$ cat src/rtl/b2s_pkg.sv
// ----------------------------------------------------------------------------
// b2s_pkg
//   Shared definitions for the bits_to_symbols transmit mapper and the
//   receive-side slicer bench.
//   - b2s_state_t     : mapper FSM states (B2S_IDLE, B2S_SEND)
//   - B2S_N           : default bits per input word
//   - B2S_DATA_WIDTH  : default symbol width (two's complement)
//   - B2S_AMPLITUDE   : default symbol magnitude
//   - b2s_cnt_width() : width of a down-counter that must hold N-1 (min 1 bit)
// ----------------------------------------------------------------------------
package b2s_pkg;

    localparam int                          B2S_N          = 8;
    localparam int                          B2S_DATA_WIDTH = 16;
    localparam logic [B2S_DATA_WIDTH-1:0]   B2S_AMPLITUDE  = 16'd256;

    typedef enum logic {
        B2S_IDLE = 1'b0,
        B2S_SEND = 1'b1
    } b2s_state_t;

    // A one-bit word still needs a one-bit counter.
    function automatic int b2s_cnt_width(input int n);
        return (n > 1) ? $clog2(n) : 1;
    endfunction

endpackage

$ cat src/rtl/bits_to_symbols_if.sv
// ----------------------------------------------------------------------------
// bits_to_symbols_if
//   Word-in / symbol-out valid-ready bus of the bits_to_symbols mapper.
//   Signals:
//     in_word    [N]           word to transmit, in_word[N-1] sent first
//     in_valid                 in_word valid
//     in_ready                 mapper accepts a word this cycle
//     out_symbol [DATA_WIDTH]  signed antipodal symbol
//     out_valid                out_symbol valid
//     out_ready                downstream accepts out_symbol this cycle
//     out_last                 out_symbol carries the LSB of its word
//   Modports:
//     master : word source / symbol sink (drives in_*, out_ready)
//     slave  : the mapper
// ----------------------------------------------------------------------------
interface bits_to_symbols_if
    import b2s_pkg::*;
#(
    parameter int N          = B2S_N,
    parameter int DATA_WIDTH = B2S_DATA_WIDTH
);

    logic [N-1:0]                  in_word;
    logic                          in_valid;
    logic                          in_ready;
    logic signed [DATA_WIDTH-1:0]  out_symbol;
    logic                          out_valid;
    logic                          out_ready;
    logic                          out_last;

    modport master (
        output in_word, in_valid, out_ready,
        input  in_ready, out_symbol, out_valid, out_last
    );

    modport slave (
        input  in_word, in_valid, out_ready,
        output in_ready, out_symbol, out_valid, out_last
    );

endinterface

$ cat src/rtl/b2s_diff_encoder.sv
// ----------------------------------------------------------------------------
// b2s_diff_encoder
//   NRZI-style differential encoder: o_level = i_bit XOR level of the previous
//   symbol. Only instantiated when B2S_DIFF_EN is defined.
//   Ports:
//     clk, rst_n  clock, asynchronous active-low reset (level reference = 0)
//     i_bit       data bit of the symbol being registered
//     i_advance   a new symbol is registered this cycle; remember its level
//     o_level     transmitted level for i_bit
// ----------------------------------------------------------------------------
module b2s_diff_encoder (
    input  logic clk,
    input  logic rst_n,
    input  logic i_bit,
    input  logic i_advance,
    output logic o_level
);

    // Level of the most recently registered symbol. A registered symbol is
    // always transmitted before the next one, so this is t_prev for the next.
    logic r_level;

    assign o_level = i_bit ^ r_level;

    always_ff @(posedge clk or negedge rst_n) begin
        if (!rst_n) begin
            r_level <= 1'b0;
        end else if (i_advance) begin
            r_level <= o_level;
        end
    end

endmodule

$ cat src/rtl/bits_to_symbols.sv
// ----------------------------------------------------------------------------
// bits_to_symbols
//   Transmit mapper: accepts N-bit words, serializes them MSB first and emits
//   one antipodal symbol per beat (level 1 -> +AMPLITUDE, 0 -> -AMPLITUDE).
//   Macro B2S_DIFF_EN: when defined, levels are differentially encoded
//   (b2s_diff_encoder); otherwise the level is the data bit itself.
//   Ports:
//     clk    clock, rising edge
//     rst_n  asynchronous active-low reset
//     bus    bits_to_symbols_if.slave (word in, symbol out, valid/ready)
// ----------------------------------------------------------------------------
module bits_to_symbols
    import b2s_pkg::*;
#(
    parameter int                     N          = B2S_N,
    parameter int                     DATA_WIDTH = B2S_DATA_WIDTH,
    parameter logic [DATA_WIDTH-1:0]  AMPLITUDE  = DATA_WIDTH'(B2S_AMPLITUDE)
)(
    input  logic                  clk,
    input  logic                  rst_n,
    bits_to_symbols_if.slave      bus
);

    localparam int                    CNT_W    = b2s_cnt_width(N);
    localparam logic [CNT_W-1:0]      CNT_LAST = CNT_W'(N - 1);
    localparam logic [DATA_WIDTH-1:0] SYM_POS  = AMPLITUDE;
    localparam logic [DATA_WIDTH-1:0] SYM_NEG  = ~AMPLITUDE + DATA_WIDTH'(1);

    b2s_state_t              r_state;
    b2s_state_t              w_state_next;
    logic [N-1:0]            r_shift;     // remaining bits, next one at [N-1]
    logic [CNT_W-1:0]        r_bit_cnt;   // bits still to send after current
    logic [DATA_WIDTH-1:0]   r_symbol;

    logic w_load;        // capture a new word, register its MSB symbol
    logic w_shift;       // current beat done, register the next bit
    logic w_drop;        // last beat done with nothing queued
    logic w_in_ready;
    logic w_last_beat;
    logic w_bit;
    logic w_level;
    logic w_advance;

    assign w_last_beat = (r_bit_cnt == '0);

    // ---------------------------------------------------------------- FSM
    always_ff @(posedge clk or negedge rst_n) begin
        // NOTE: sequential state uses non-blocking assignments so every
        // register samples pre-edge values regardless of block order.
        if (!rst_n) begin
            r_state <= B2S_IDLE;
        end else begin
            r_state <= w_state_next;
        end
    end

    always_comb begin
        // NOTE: defaults first, so no path through the case leaves a signal
        // unassigned and no latch is inferred.
        w_state_next = r_state;
        w_load       = 1'b0;
        w_shift      = 1'b0;
        w_drop       = 1'b0;
        w_in_ready   = 1'b0;
        case (r_state)
            B2S_IDLE: begin
                w_in_ready = 1'b1;
                if (bus.in_valid) begin
                    w_load       = 1'b1;
                    w_state_next = B2S_SEND;
                end
            end
            B2S_SEND: begin
                // A new word may enter only while the last beat completes,
                // which lets words stream with no bubble.
                w_in_ready = w_last_beat & bus.out_ready;
                if (bus.out_ready) begin
                    if (!w_last_beat) begin
                        w_shift = 1'b1;
                    end else if (bus.in_valid) begin
                        w_load = 1'b1;
                    end else begin
                        w_drop       = 1'b1;
                        w_state_next = B2S_IDLE;
                    end
                end
            end
            default: w_state_next = B2S_IDLE;
        endcase
    end

    // ------------------------------------------------------ bit -> level
    assign w_bit     = w_load ? bus.in_word[N-1] : r_shift[N-1];
    assign w_advance = w_load | w_shift;

`ifdef B2S_DIFF_EN
    b2s_diff_encoder u_diff_encoder (
        .clk       (clk),
        .rst_n     (rst_n),
        .i_bit     (w_bit),
        .i_advance (w_advance),
        .o_level   (w_level)
    );
`else
    assign w_level = w_bit;
`endif

    // ----------------------------------------------------------- datapath
    always_ff @(posedge clk or negedge rst_n) begin
        if (!rst_n) begin
            r_shift   <= '0;
            r_bit_cnt <= '0;
            r_symbol  <= '0;
        end else if (w_load) begin
            r_shift   <= bus.in_word << 1;
            r_bit_cnt <= CNT_LAST;
            r_symbol  <= w_level ? SYM_POS : SYM_NEG;
        end else if (w_shift) begin
            r_shift   <= r_shift << 1;
            r_bit_cnt <= r_bit_cnt - CNT_W'(1);
            r_symbol  <= w_level ? SYM_POS : SYM_NEG;
        end else if (w_drop) begin
            r_symbol  <= '0;
        end
    end

    assign bus.in_ready   = w_in_ready;
    assign bus.out_valid  = (r_state == B2S_SEND);
    assign bus.out_symbol = r_symbol;
    assign bus.out_last   = (r_state == B2S_SEND) && w_last_beat;

endmodule
$ cat src/flat_wrapper.sv
// flat-port wrapper written by rule: the top's interface ports become plain ports
module bits_to_symbols_flat import b2s_pkg::*;
#(
    parameter int                     N          = B2S_N,
    parameter int                     DATA_WIDTH = B2S_DATA_WIDTH,
    parameter logic [DATA_WIDTH-1:0]  AMPLITUDE  = DATA_WIDTH'(B2S_AMPLITUDE)
)
  (clk, rst_n, bus_in_word, bus_in_valid, bus_out_ready, bus_in_ready, bus_out_symbol, bus_out_valid, bus_out_last);
  bits_to_symbols_if #(.N(N), .DATA_WIDTH(DATA_WIDTH)) bus_i ();
  input  logic clk;
  input  logic rst_n;
  input wire logic [$bits(bus_i.in_word)-1:0] bus_in_word;
  input wire logic [$bits(bus_i.in_valid)-1:0] bus_in_valid;
  input wire logic [$bits(bus_i.out_ready)-1:0] bus_out_ready;
  output wire logic [$bits(bus_i.in_ready)-1:0] bus_in_ready;
  output wire logic [$bits(bus_i.out_symbol)-1:0] bus_out_symbol;
  output wire logic [$bits(bus_i.out_valid)-1:0] bus_out_valid;
  output wire logic [$bits(bus_i.out_last)-1:0] bus_out_last;
  assign bus_i.in_word = bus_in_word;
  assign bus_i.in_valid = bus_in_valid;
  assign bus_i.out_ready = bus_out_ready;
  assign bus_in_ready = bus_i.in_ready;
  assign bus_out_symbol = bus_i.out_symbol;
  assign bus_out_valid = bus_i.out_valid;
  assign bus_out_last = bus_i.out_last;
  bits_to_symbols #(.N(N), .DATA_WIDTH(DATA_WIDTH), .AMPLITUDE(AMPLITUDE)) u_core (.clk(clk), .rst_n(rst_n), .bus(bus_i));
endmodule
$ cat config.mk
export PLATFORM = sky130hd
export DESIGN_NAME = bits_to_symbols_flat
export DESIGN_NICKNAME = d
export VERILOG_FILES = /design/src/rtl/b2s_pkg.sv /design/src/rtl/bits_to_symbols_if.sv /design/src/rtl/b2s_diff_encoder.sv /design/src/rtl/bits_to_symbols.sv /design/src/flat_wrapper.sv
export SDC_FILE = /design/constraint.sdc
export NUM_CORES = 1
export LEC_CHECK = 0
export CAP_MARGIN = 10
export CORE_ASPECT_RATIO = 1.4
export CORE_UTILIZATION = 35
export DETAILED_ROUTE_END_ITERATION = 10
export GPL_ROUTABILITY_DRIVEN = 0
export PLACE_DENSITY_LB_ADDON = 0.05
export REMOVE_ABC_BUFFERS = 1
export SLEW_MARGIN = 20
export SYNTH_ARGS = -nofsm -noshare
export SYNTH_HDL_FRONTEND = slang
export SYNTH_SLANG_ARGS = --single-unit
$ cat constraint.sdc
create_clock -name clk -period 4 [get_ports clk]
set_clock_uncertainty 0.05 [all_clocks]
set_input_delay 0.8 -clock clk [delete_from_list [all_inputs] [get_ports clk]]
set_output_delay 0.8 -clock clk [all_outputs]
set_load 0.005 [all_outputs]
Word level (Yosys, flattened, before mapping):

Index checks and enable logic that the tools add are counted.

* output and inout bits: 19
* bits in registers: 28
* word-level logic and storage cells: 35
* input bits: 12

* bitwise gates (word level): 2
* mux-type cells: 24
* reduce and logical (&&, ||, !) cells: 4
* add/subtract/negate cells: 1

Operators by type and width (count)
* $mux W16: 4
* $mux W8: 2
* $mux W1: 13
* $mux W3: 2
* $pmux W1 S2: 3
* $logic_not A3 Y1: 1
* $reduce_bool A3 Y1: 1
* $sub A3 B1 Y3 const B: 1
* $reduce_bool A2 Y1: 1
* $and A1 B1 Y1: 1
* $logic_and A1 B1 Y1: 1
* $not A1 Y1: 1

Depth between registers and ports, before layout:

Gate-level depths: netlist of the first run.

* depth in word-level cells: 8
* gate-level depth with buffers: 5
* depth with buffers taken out: 5

Worst setup path after synthesis of the first run:

Ideal clock, no wire load.

* kind: register -> output
* start point: reg u_core.r_bit_cnt[0]
* end point: out bus_out_last
* stages on the path, launching flop included: 5
* path buffers: 0
* slack: 2185 ps
* data required time: 3150 ps
* arrival time: 965 ps
* cell sequence: dfrtp_1 inv_1 ha_1 and2b_4 and2_2

* word-level cells in the longest chain between the ends: 2

Ends and longest elaborated chain
* start, declared: line bits_to_symbols.sv:32 `logic [CNT_W-1:0] r_bit_cnt;`
* start signal, assigned: line bits_to_symbols.sv:120 `r_bit_cnt <= r_bit_cnt - CNT_W'(1);`
* $logic_not A3 Y1: line bits_to_symbols.sv:44 `assign w_last_beat = (r_bit_cnt == '0);`
* $logic_and A1 B1 Y1: line bits_to_symbols.sv:130 `assign bus.out_last = (r_state == B2S_SEND) && w_last_beat;`
* end, declared: line flat_wrapper.sv:18 `output wire logic [$bits(bus_i.out_last)-1:0] bus_out_last;`

No other way between the ends.

Final worst setup path of the first run:

* start point: in bus_out_ready
* end point: out bus_in_ready

* word-level cells in the longest chain between the ends: 2

Ends and longest elaborated chain
* start, declared: line flat_wrapper.sv:14 `input wire logic [$bits(bus_i.out_ready)-1:0] bus_out_ready;`
* $and A1 B1 Y1: line bits_to_symbols.sv:76 `w_in_ready = w_last_beat & bus.out_ready;`
* $pmux W1 S2: line bits_to_symbols.sv:65 `case (r_state)`
* end, declared: line flat_wrapper.sv:15 `output wire logic [$bits(bus_i.in_ready)-1:0] bus_in_ready;`

No other way between the ends.

==> flow_metrics.tcl, run 1 <==
set metrics [dict create \
    power_leakage_nw 0.467 \
    final_area_um2 982 \
    ys_seq_area_frac 0.413 \
    syn_inst 78 \
    crit_required_ns 3.15 \
    holdBufCountCts 0 \
    slew_violations 0 \
    cts_tree "done" \
    grt_max_degree 14 \
    placementRows 19 \
    drt_iter0_markers 15 \
    status "finished, final reports clean" \
    synth_area_um2 787 \
    irDropWorstVdd_uv 296 \
    path_class "in -> out" \
    cp-end-kind "output port" \
    synth_ff_type "dfrtp_1" \
    syn_to_final_growth_pct 24.8 \
    dp_hpwl_um 1220 \
    cts_resized 0 \
    coreArea_mm2 0.00204 \
    yosys_warnings 0 \
    synth-edff-count 0 \
    clk_latency_ns 0.28 \
    crit_path_max_fanout 5 \
    grt_pass1_wl_um 2600 \
    power_density_mw_per_mm2 610 \
    layout-drive-gt1-share 0.134 \
    met3_usage 0.0218 \
    diodes 0 \
    antenna_found_initial 0 \
    finalSetupTns_ns 0 \
    max_freq_ghz 0.350 \
    synth_seq_cells 13 \
    die_x_um 42.1 \
    wl_per_cell_um 13.7 \
    setup_viol 0 \
    vias_per_cell 5.08 \
    grt_pass1_vias 581 \
    grt-ovfl-total 0 \
    maxCapViolCount 0 \
    rsz0062_at_grt "false" \
    pin_count 31 \
    crit_path_max_incr_delay_ns 0.55 \
    initial_core_util 0.385 \
    htreeDepth 1 \
    grt_use_met1 0.176 \
    track_usage 0.143 \
    nets 112 \
    hold_class "reg -> reg" \
    crit_chain "clkdlybuf4s50_1, nand2_1, nand2_1, clkdlybuf4s50_1" \
    vias 600 \
    syn_area_per_cell_um2 10.1 \
    dr.pass1.iters 4 \
    worst_slew_pin_slew_ns 0.586 \
    drc 0 \
    clkTransAtPathRegs_ns 0.09 \
    clock_sinks 13 \
    finalHoldViolations 0 \
    busiest_layer "met2" \
    post_cts_buffers 0 \
    placed_area_um2 955 \
    synth.distinct_cells 27 \
    critPathLaunchType "input port" \
    cts.path.max_buffers 2 \
    die_h_um 58.1 \
    ant_nets 0 \
    fin_crit_ns 2.85 \
    period_share 0.714 \
    port_buffers 22 \
    drt-total-wl_um 1610 \
    maxSlewHeadroom 0.608 \
    crit_arrival_ns 2.00 \
    die-area_mm2 0.00244 \
    async_flop_share 1.00 \
    cts_buffers 3 \
    clockRootBuffer "clkbuf_4" \
    grt_util_met2 0.230 \
    cp_slowest_cell "clkdlybuf4s50_1" \
]
[report_power, final]
| group | internal [mW] | switching (mW) |
|---|---|---|
| Clock | 0.0371 | 0.0467 |
| Sequential | 0.187 | 0.0377 |
| Combinational | 0.171 | 0.120 |
| Total | 0.395 | 0.204 |
[area by class of cell]
class                           instances  area (µm²)
Clock buffer                            3        22.5
Timing Repair Buffer                   22         220
Fill cell                             206        1060
Tap cell                               21        26.3
Multi-Input combinational cell         54         368
Sequential cell                        13         325
Inverter                                4        15.0
Clock inverter                          1        5.00
[kinds of logic (layout without fill, tap and decap cells)]
logic type                 after synthesis  in the layout  share of synthesized area
muxes                                    2              2                     0.0318
buffers and inverters                   18             30                      0.153
other                                    1              8                    0.00476
AOI/OAI and AO/OA                       17             17                      0.169
DFF                                     13             13                      0.413
and+or+nand+nor                         25             25                      0.197
adders and majority gates                2              2                     0.0318
[placed cells by master (no fill, tap or decap), drive strengths merged, types with 2 or more instances in the layout]
master and instances:
clkdlybuf4s50 22, dfrtp 13, conb 8, o21ai 6, nand3 5, and3 5, a221o 5, nand2 5
inv 4, clkbuf 3, and2 3, a21o 2, a31oi 2, ha 2, nand2b 2
[flip-flops by register name (all words and copies together) (netlist names)]
name / flops
u_core.r_bit_cnt: 3
u_core.r_shift: 7
u_core.bus.out_valid: 1
u_core.bus.out_symbol: 2
[stage by stage]
step | instances | utilization | hold WS, ns | worst slack [ns] | power (mW)
after floorplan | 71 | - | 0.420 | 2.19 | 0.380
after global placement | 114 | 0.467 | 0.441 | 1.15 | 0.518
after detailed placement | 114 | 0.467 | 0.443 | 1.13 | 0.524
after CTS | 118 | 0.480 | 0.467 | 1.13 | 0.609
after global routing | 118 | 0.480 | 0.483 | 1.03 | 0.647
final | 118 | 0.480 | 0.468 | 1.15 | 0.599
[metal layers]
| metal | share of wire | vias to the layer above |
|---|---|---|
| met5 | 0 | - |
| met4 | 0.029 | 0 |
| met3 | 0.033 | 5 |
| met2 | 0.49 | 10 |
| met1 | 0.45 | 289 |
| li1 | - | 296 |
[critical path: cells and delay by family]
| kind | cells | cell delay, ns |
|---|---|---|
| buffers and inverters | 2 | 1.04 |
| and+or+nand+nor | 2 | 0.16 |
[path summary, 6_finish.rpt]
check                                         startpoint                        to  slack [ns]  cells past startpoint
worst min-delay path            u_core.bus.out_symbol[8]  u_core.bus.out_symbol[8]        0.47                      2
worst min register to register  u_core.bus.out_symbol[8]  u_core.bus.out_symbol[8]        0.47                      2
worst max-delay path                       bus_out_ready              bus_in_ready        1.15                      4
worst max register to register       u_core.r_bit_cnt[0]         u_core.r_shift[7]        2.40                      5
max in group asynchronous                          rst_n      u_core.bus.out_valid        2.68                      1
min in group asynchronous                          rst_n         u_core.r_shift[3]        0.83                      1
[synth_stat cells, drive strengths merged (2+ instances only)]
cell	count	area, µm²
nand2b	2	15.0
a31oi	2	12.5
inv	4	15.0
nand2	5	23.8
o21ai	6	41.3
and3	5	31.3
and2	3	23.8
buf	14	105
a221o	5	50.1
nand3	5	25.0
ha	2	25.0
a21o	2	15.0
dfrtp	13	325
Note: power is estimated with default switching activity, not from simulation.
==> inputs of run 2 (changes only) <==
==> constraint.sdc (replaced) <==
create_clock -name clk -period 2.9 [get_ports clk]
set_clock_uncertainty 0.05 [all_clocks]
set_input_delay 0.58 -clock clk [delete_from_list [all_inputs] [get_ports clk]]
set_output_delay 0.58 -clock clk [all_outputs]
set_load 0.005 [all_outputs]
==> run 2 against run 1 <==
Net effect:
- hold slack lost 0.0045 ns
- die area unchanged
- core utilization is the same
- cell count did not move
- global-route usage up 0.092 points
- critical path depth is 2 higher
- clock power grew 40%
- wire length grew 2.7%
- final area unchanged
- count of clock-buffer cells in the layout is the same
- total power increased by 38%
- register-to-register slack got worse by 1.1 ns
- critical path type is now reg -> out
==> flow_metrics.tcl, run 2 (same netlist as run 1, synthesis figures left out) <==
set metrics [dict create \
    track_usage 0.144 \
    hold_class "reg -> reg" \
    dp_hpwl_um 1220 \
    crit_arrival_ns 1.87 \
    cts_buffers 3 \
    ant_nets 0 \
    maxCapViolCount 0 \
    critPathLaunchType "flop" \
    maxSlewHeadroom 0.599 \
    dr_wl_met3_um 62 \
    clock_sinks 13 \
    crit_path_max_incr_delay_ns 0.49 \
    fin_crit_ns 2.50 \
    crit_chain "inv_1, ha_1, and2b_4, nand2_1, nand2_1, clkdlybuf4s50_1" \
    power_density_mw_per_mm2 843 \
    die_h_um 58.1 \
    slew_violations 0 \
    port_buffers 22 \
    grt_pass1_vias 585 \
    syn_to_final_growth_pct 24.8 \
    final_common_cell "clkdlybuf4s50_1" \
    path_class "reg -> out" \
    finalHoldViolations 0 \
    diodes 0 \
    holdWs_ns 0.463 \
    post_cts_buffers 0 \
    die-area_mm2 0.00244 \
    wl_per_cell_um 14.0 \
    crit_required_ns 2.27 \
    cts.path.max_buffers 2 \
    coreArea_mm2 0.00204 \
    wl_met2_um 803 \
    drc 0 \
    grt-ovfl-total 0 \
    critical_path.most_common_cell "nand2_1" \
    largest-register "u_core.r_shift" \
    grt_max_degree 14 \
    top_layer "met4" \
    status "finished, final reports clean" \
    layout_common_cells "22 x clkdlybuf4s50_1, 13 x dfrtp_1, 8 x conb_1" \
    cp-end-kind "output port" \
    cp_slowest_cell "clkdlybuf4s50_1" \
    dr.pass1.iters 4 \
    drt_iter0_markers 9 \
    finalSetupTns_ns 0 \
    holdBufCountCts 0 \
    nets 112 \
    pin_count 31 \
    cts_tree "done" \
    htreeDepth 1 \
    largest_reg_flops 7 \
    crit_path_max_fanout 8 \
    clockRootBuffer "clkbuf_4" \
    power_leakage_nw 0.467 \
    setup_viol 0 \
    irDropWorstVdd_uv 392 \
    placementRows 19 \
    initial_core_util 0.385 \
    vias_per_cell 5.18 \
    die_x_um 42.1 \
    rsz0062_at_grt "false" \
    period_share 0.861 \
    routedLengthMet1_um 741 \
    antenna_found_initial 0 \
    cts_resized 0 \
    drt-total-wl_um 1660 \
    grt_pass1_wl_um 2600 \
    worst_slew_pin_slew_ns 0.599 \
    max_freq_ghz 0.401 \
    layout-drive-gt1-share 0.134 \
    clkTransAtPathRegs_ns 0.09 \
    vias 611 \
    clk_latency_ns 0.29 \
]
## run 2: cell counts in the layout (fill, tap and decap cells not counted)
Identical to the previous run, type by type.
## run 2: area by class of cell
class | count | area (µm²)
Sequential cell | 13 | 325
Timing Repair Buffer | 22 | 220
Multi-Input combinational cell | 54 | 368
Tap cell | 21 | 26.3
Clock buffer | 3 | 22.5
Clock inverter | 1 | 5.00
Fill cell | 208 | 1060
Inverter | 4 | 15.0
## run 2: per-layer routing
layer	vias to the layer above	GRT usage
met1	297	0.169
met3	5	0.0218
met2	10	0.241
met5	-	0
li1	299	-
met4	0	0.0938
## run 2: metrics by stage
step | std cells | util | cell area [µm²] | setup WS, ns | power, mW
floorplan | 71 | - | 708 | 1.31 | 0.524
global placement | 114 | 0.467 | 955 | 0.488 | 0.714
detailed placement | 114 | 0.467 | 955 | 0.475 | 0.722
CTS | 118 | 0.480 | 982 | 0.394 | 0.839
global route | 118 | 0.480 | 982 | 0.279 | 0.897
finish | 118 | 0.480 | 982 | 0.404 | 0.828
## run 2: final timing paths
check / from / cells past startpoint / slack (ns) / endpoint
worst min register to register: u_core.bus.out_symbol[8] / 2 / 0.46 / u_core.bus.out_symbol[8]
min in group asynchronous: rst_n / 1 / 0.61 / u_core.r_shift[3]
max in group asynchronous: rst_n / 1 / 1.79 / u_core.r_bit_cnt[2]
worst max register to register: u_core.r_bit_cnt[0] / 5 / 1.32 / u_core.r_shift[2]
worst max-delay path: u_core.r_bit_cnt[0] / 6 / 0.40 / bus_in_ready
worst min-delay path: u_core.bus.out_symbol[8] / 2 / 0.46 / u_core.bus.out_symbol[8]
## run 2: critical path: cells and delay by family (launching register included)
family                     cells  cell delay, ns
DFF                            1            0.38
and+or+nand+nor                3            0.37
adders and majority gates      1            0.23
buffers and inverters          2            0.59
## run 2: power by group
| part | internal (mW) | switching (mW) | total (mW) |
|---|---|---|---|
| Sequential | 0.257 | 0.0514 | 0.309 |
| Clock | 0.0513 | 0.0657 | 0.117 |
| Combinational | 0.236 | 0.167 | 0.403 |
==> inputs of run 3 (changes only) <==
--- a/config.mk
+++ b/config.mk
@@ -5,8 +5,10 @@
 export SDC_FILE = /design/constraint.sdc
 export NUM_CORES = 1
 export LEC_CHECK = 0
+export ABC_AREA = 1
 export CAP_MARGIN = 10
 export CORE_ASPECT_RATIO = 1.4
+export CORE_MARGIN = 10
 export CORE_UTILIZATION = 35
 export DETAILED_ROUTE_END_ITERATION = 10
 export GPL_ROUTABILITY_DRIVEN = 0
==> run 3 against run 2 <==
Net effect:
- core utilization fell by 3.8 points
- sequential cell count did not move
- largest cell class unchanged
- hold slack got worse by 0.028 ns
- highest routed layer unchanged
- sequential share of layout area fell by 0.13 points
- fmax fell by 0.80%
- via count rose by 7.9%
==> flow_metrics.tcl, run 3 <==
set metrics [dict create \
    synth.distinct_cells 18 \
    die_x_um 61.2 \
    wl_per_cell_um 12.6 \
    htreeDepth 1 \
    clock_sinks 13 \
    dr.pass1.iters 5 \
    synth_top_area_cell "dfrtp_1" \
    maxCapViolCount 0 \
    crit_arrival_ns 1.89 \
    status "finished, final reports clean" \
    ant_nets 0 \
    placementRows 20 \
    holdBufCountCts 0 \
    rrSetupSlack_ns 1.38 \
    cp_num_cells 4 \
    cts_tree "done" \
    critPathLaunchType "input port" \
    cpLargestDelayFamily "buffers and inverters" \
    period_share 0.868 \
    power_density_mw_per_mm2 869 \
    grt_pass1_vias 606 \
    crit_buf_inv 2 \
    cts_resized 0 \
    crit_required_ns 2.27 \
    post_cts_buffers 0 \
    clkTransAtPathRegs_ns 0.08 \
    rr_startpoint "u_core.r_bit_cnt[0]" \
    clk_latency_ns 0.27 \
    cp-end-kind "output port" \
    hold_depth 2 \
    rsz0062_at_grt "false" \
    clockRootBuffer "clkbuf_4" \
    crit_chain "clkdlybuf4s50_1, nand3_2, nand2_2, clkdlybuf4s50_1" \
    vias_per_cell 4.67 \
    diodes 0 \
    layout_common_cells "29 x nand2_1, 22 x clkdlybuf4s50_1, 18 x nand3_1" \
    syn_to_final_growth_pct 18.5 \
    irDropWorstVdd_uv 452 \
    async_flop_share 1.00 \
    synth.area.top_cells "dfrtp_1 39%, buf_4 14%, nand2_1 13%" \
    layout-drive-gt1-share 0.101 \
    crit_path_max_incr_delay_ns 0.55 \
    maxSlewHeadroom 0.581 \
    pin_count 31 \
    synth-edff-count 0 \
    finalSetupTns_ns 0 \
    ys_seq_area_frac 0.391 \
    hold_class "reg -> reg" \
    synthTopCellsByCount "29 x nand2_1, 18 x nand3_1, 15 x buf_4, 13 x dfrtp_1, 9 x inv_1" \
    layout.cells.non_filler 141 \
    yosysMostFrequentCell "nand2_1" \
    worstRegToRegCells 7 \
    drt_iter0_markers 34 \
    antenna_found_initial 0 \
    die_h_um 77.7 \
    drt-total-wl_um 1780 \
    grt-ovfl-total 0 \
    final_common_cell "nand2_1" \
    yosys_warnings 0 \
    cp_slowest_cell "clkdlybuf4s50_1" \
    max_freq_ghz 0.397 \
    largest_reg_flops 7 \
    min_to "u_core.bus.out_symbol[8]" \
    grt_pass1_wl_um 2860 \
    initial_core_util 0.374 \
    track_usage 0.0761 \
    cts_buffers 3 \
    slew_violations 0 \
    drc 0 \
    nets 134 \
    coreArea_mm2 0.00223 \
    fin_crit_ns 2.52 \
    dp_hpwl_um 1390 \
    die-area_mm2 0.00476 \
    critPathLaunch "bus_out_ready" \
    netlist.area_leader.share 0.391 \
    r2r-end "u_core.r_shift[1]" \
    synth_area_um2 832 \
    synth_ff_type "dfrtp_1" \
    holdWs_ns 0.436 \
    finalHoldViolations 0 \
    vias 659 \
    critical_path.most_common_cell "clkdlybuf4s50_1" \
    setup_viol 0 \
    port_buffers 22 \
    power_leakage_nw 0.513 \
    cts.path.max_buffers 2 \
    min_from "u_core.bus.out_symbol[8]" \
    synth_seq_cells 13 \
    largest-register "u_core.r_shift" \
    syn_area_per_cell_um2 8.00 \
    grt_max_degree 14 \
    syn_inst 104 \
    placedCellCount 137 \
    worst_slew_pin_slew_ns 0.627 \
    path_class "in -> out" \
    crit_path_max_fanout 11 \
]
run 3: changes by cell type after synthesis, moves of 3 or more:
cell,previous run,this run
buf_6,0,3
nand2_1,3,29
nand3_1,5,18
inv_1,4,9
and3_1,5,0
o21ai_0,5,0
a221o_1,5,0
run 3: through the flow:
step           power, mW  worst slack (ns)   util  cell area [µm²]
3_3_place_gp       0.752             0.385  0.431              960
6_report           0.857             0.384  0.443              986
4_1_cts            0.874             0.366  0.443              986
2_1_floorplan      0.542              1.42      -              712
5_1_grt            0.944             0.336  0.443              986
3_5_place_dp       0.759             0.373  0.431              960
run 3: cells by family (layout without fill, tap and decap cells):
logic type,count (synthesis),in the layout,share of synthesized area
adder cells (fa/ha/maj),2,2,0.0301
AND/OR/NAND/NOR,56,56,0.317
flip-flops,13,13,0.391
buffers and inverters,30,38,0.236
other,1,8,0.00451
AO/OA/AOI/OAI,2,2,0.0210
run 3: cell type report:
| cell class | instances | area (µm²) |
|---|---|---|
| Inverter | 12 | 50.0 |
| Timing Repair Buffer | 22 | 220 |
| Multi-Input combinational cell | 68 | 337 |
| Fill cell | 228 | 1240 |
| Tap cell | 22 | 27.5 |
| Clock buffer | 4 | 26.3 |
| Sequential cell | 13 | 325 |
run 3: report_power, final:
part	switching, mW	internal (mW)	total (mW)
Clock	0.0611	0.0532	0.114
Sequential	0.0478	0.260	0.308
Combinational	0.212	0.223	0.435
run 3: worst min-delay path, stage by stage, from the launching register on:
cell and delay (ns):
dfrtp_1 0.35, nand2_1 0.05, nand3_1 0.05
run 3: worst max-delay path by stage:
stage                              end  slack [ns]
after floorplan           bus_in_ready        1.42
after global placement    bus_in_ready        0.38
after detailed placement  bus_in_ready        0.37
after CTS                 bus_in_ready        0.37
after global routing      bus_in_ready        0.34
final                     bus_in_ready        0.38
run 3: metal layers:
metal  wire length [µm]  track usage  vias up
met4                 18       0.0344        0
met3                236       0.0309        2
met5                  0            0        -
met1                780       0.0926      299
met2                743        0.112       27
li1                   -            -      331
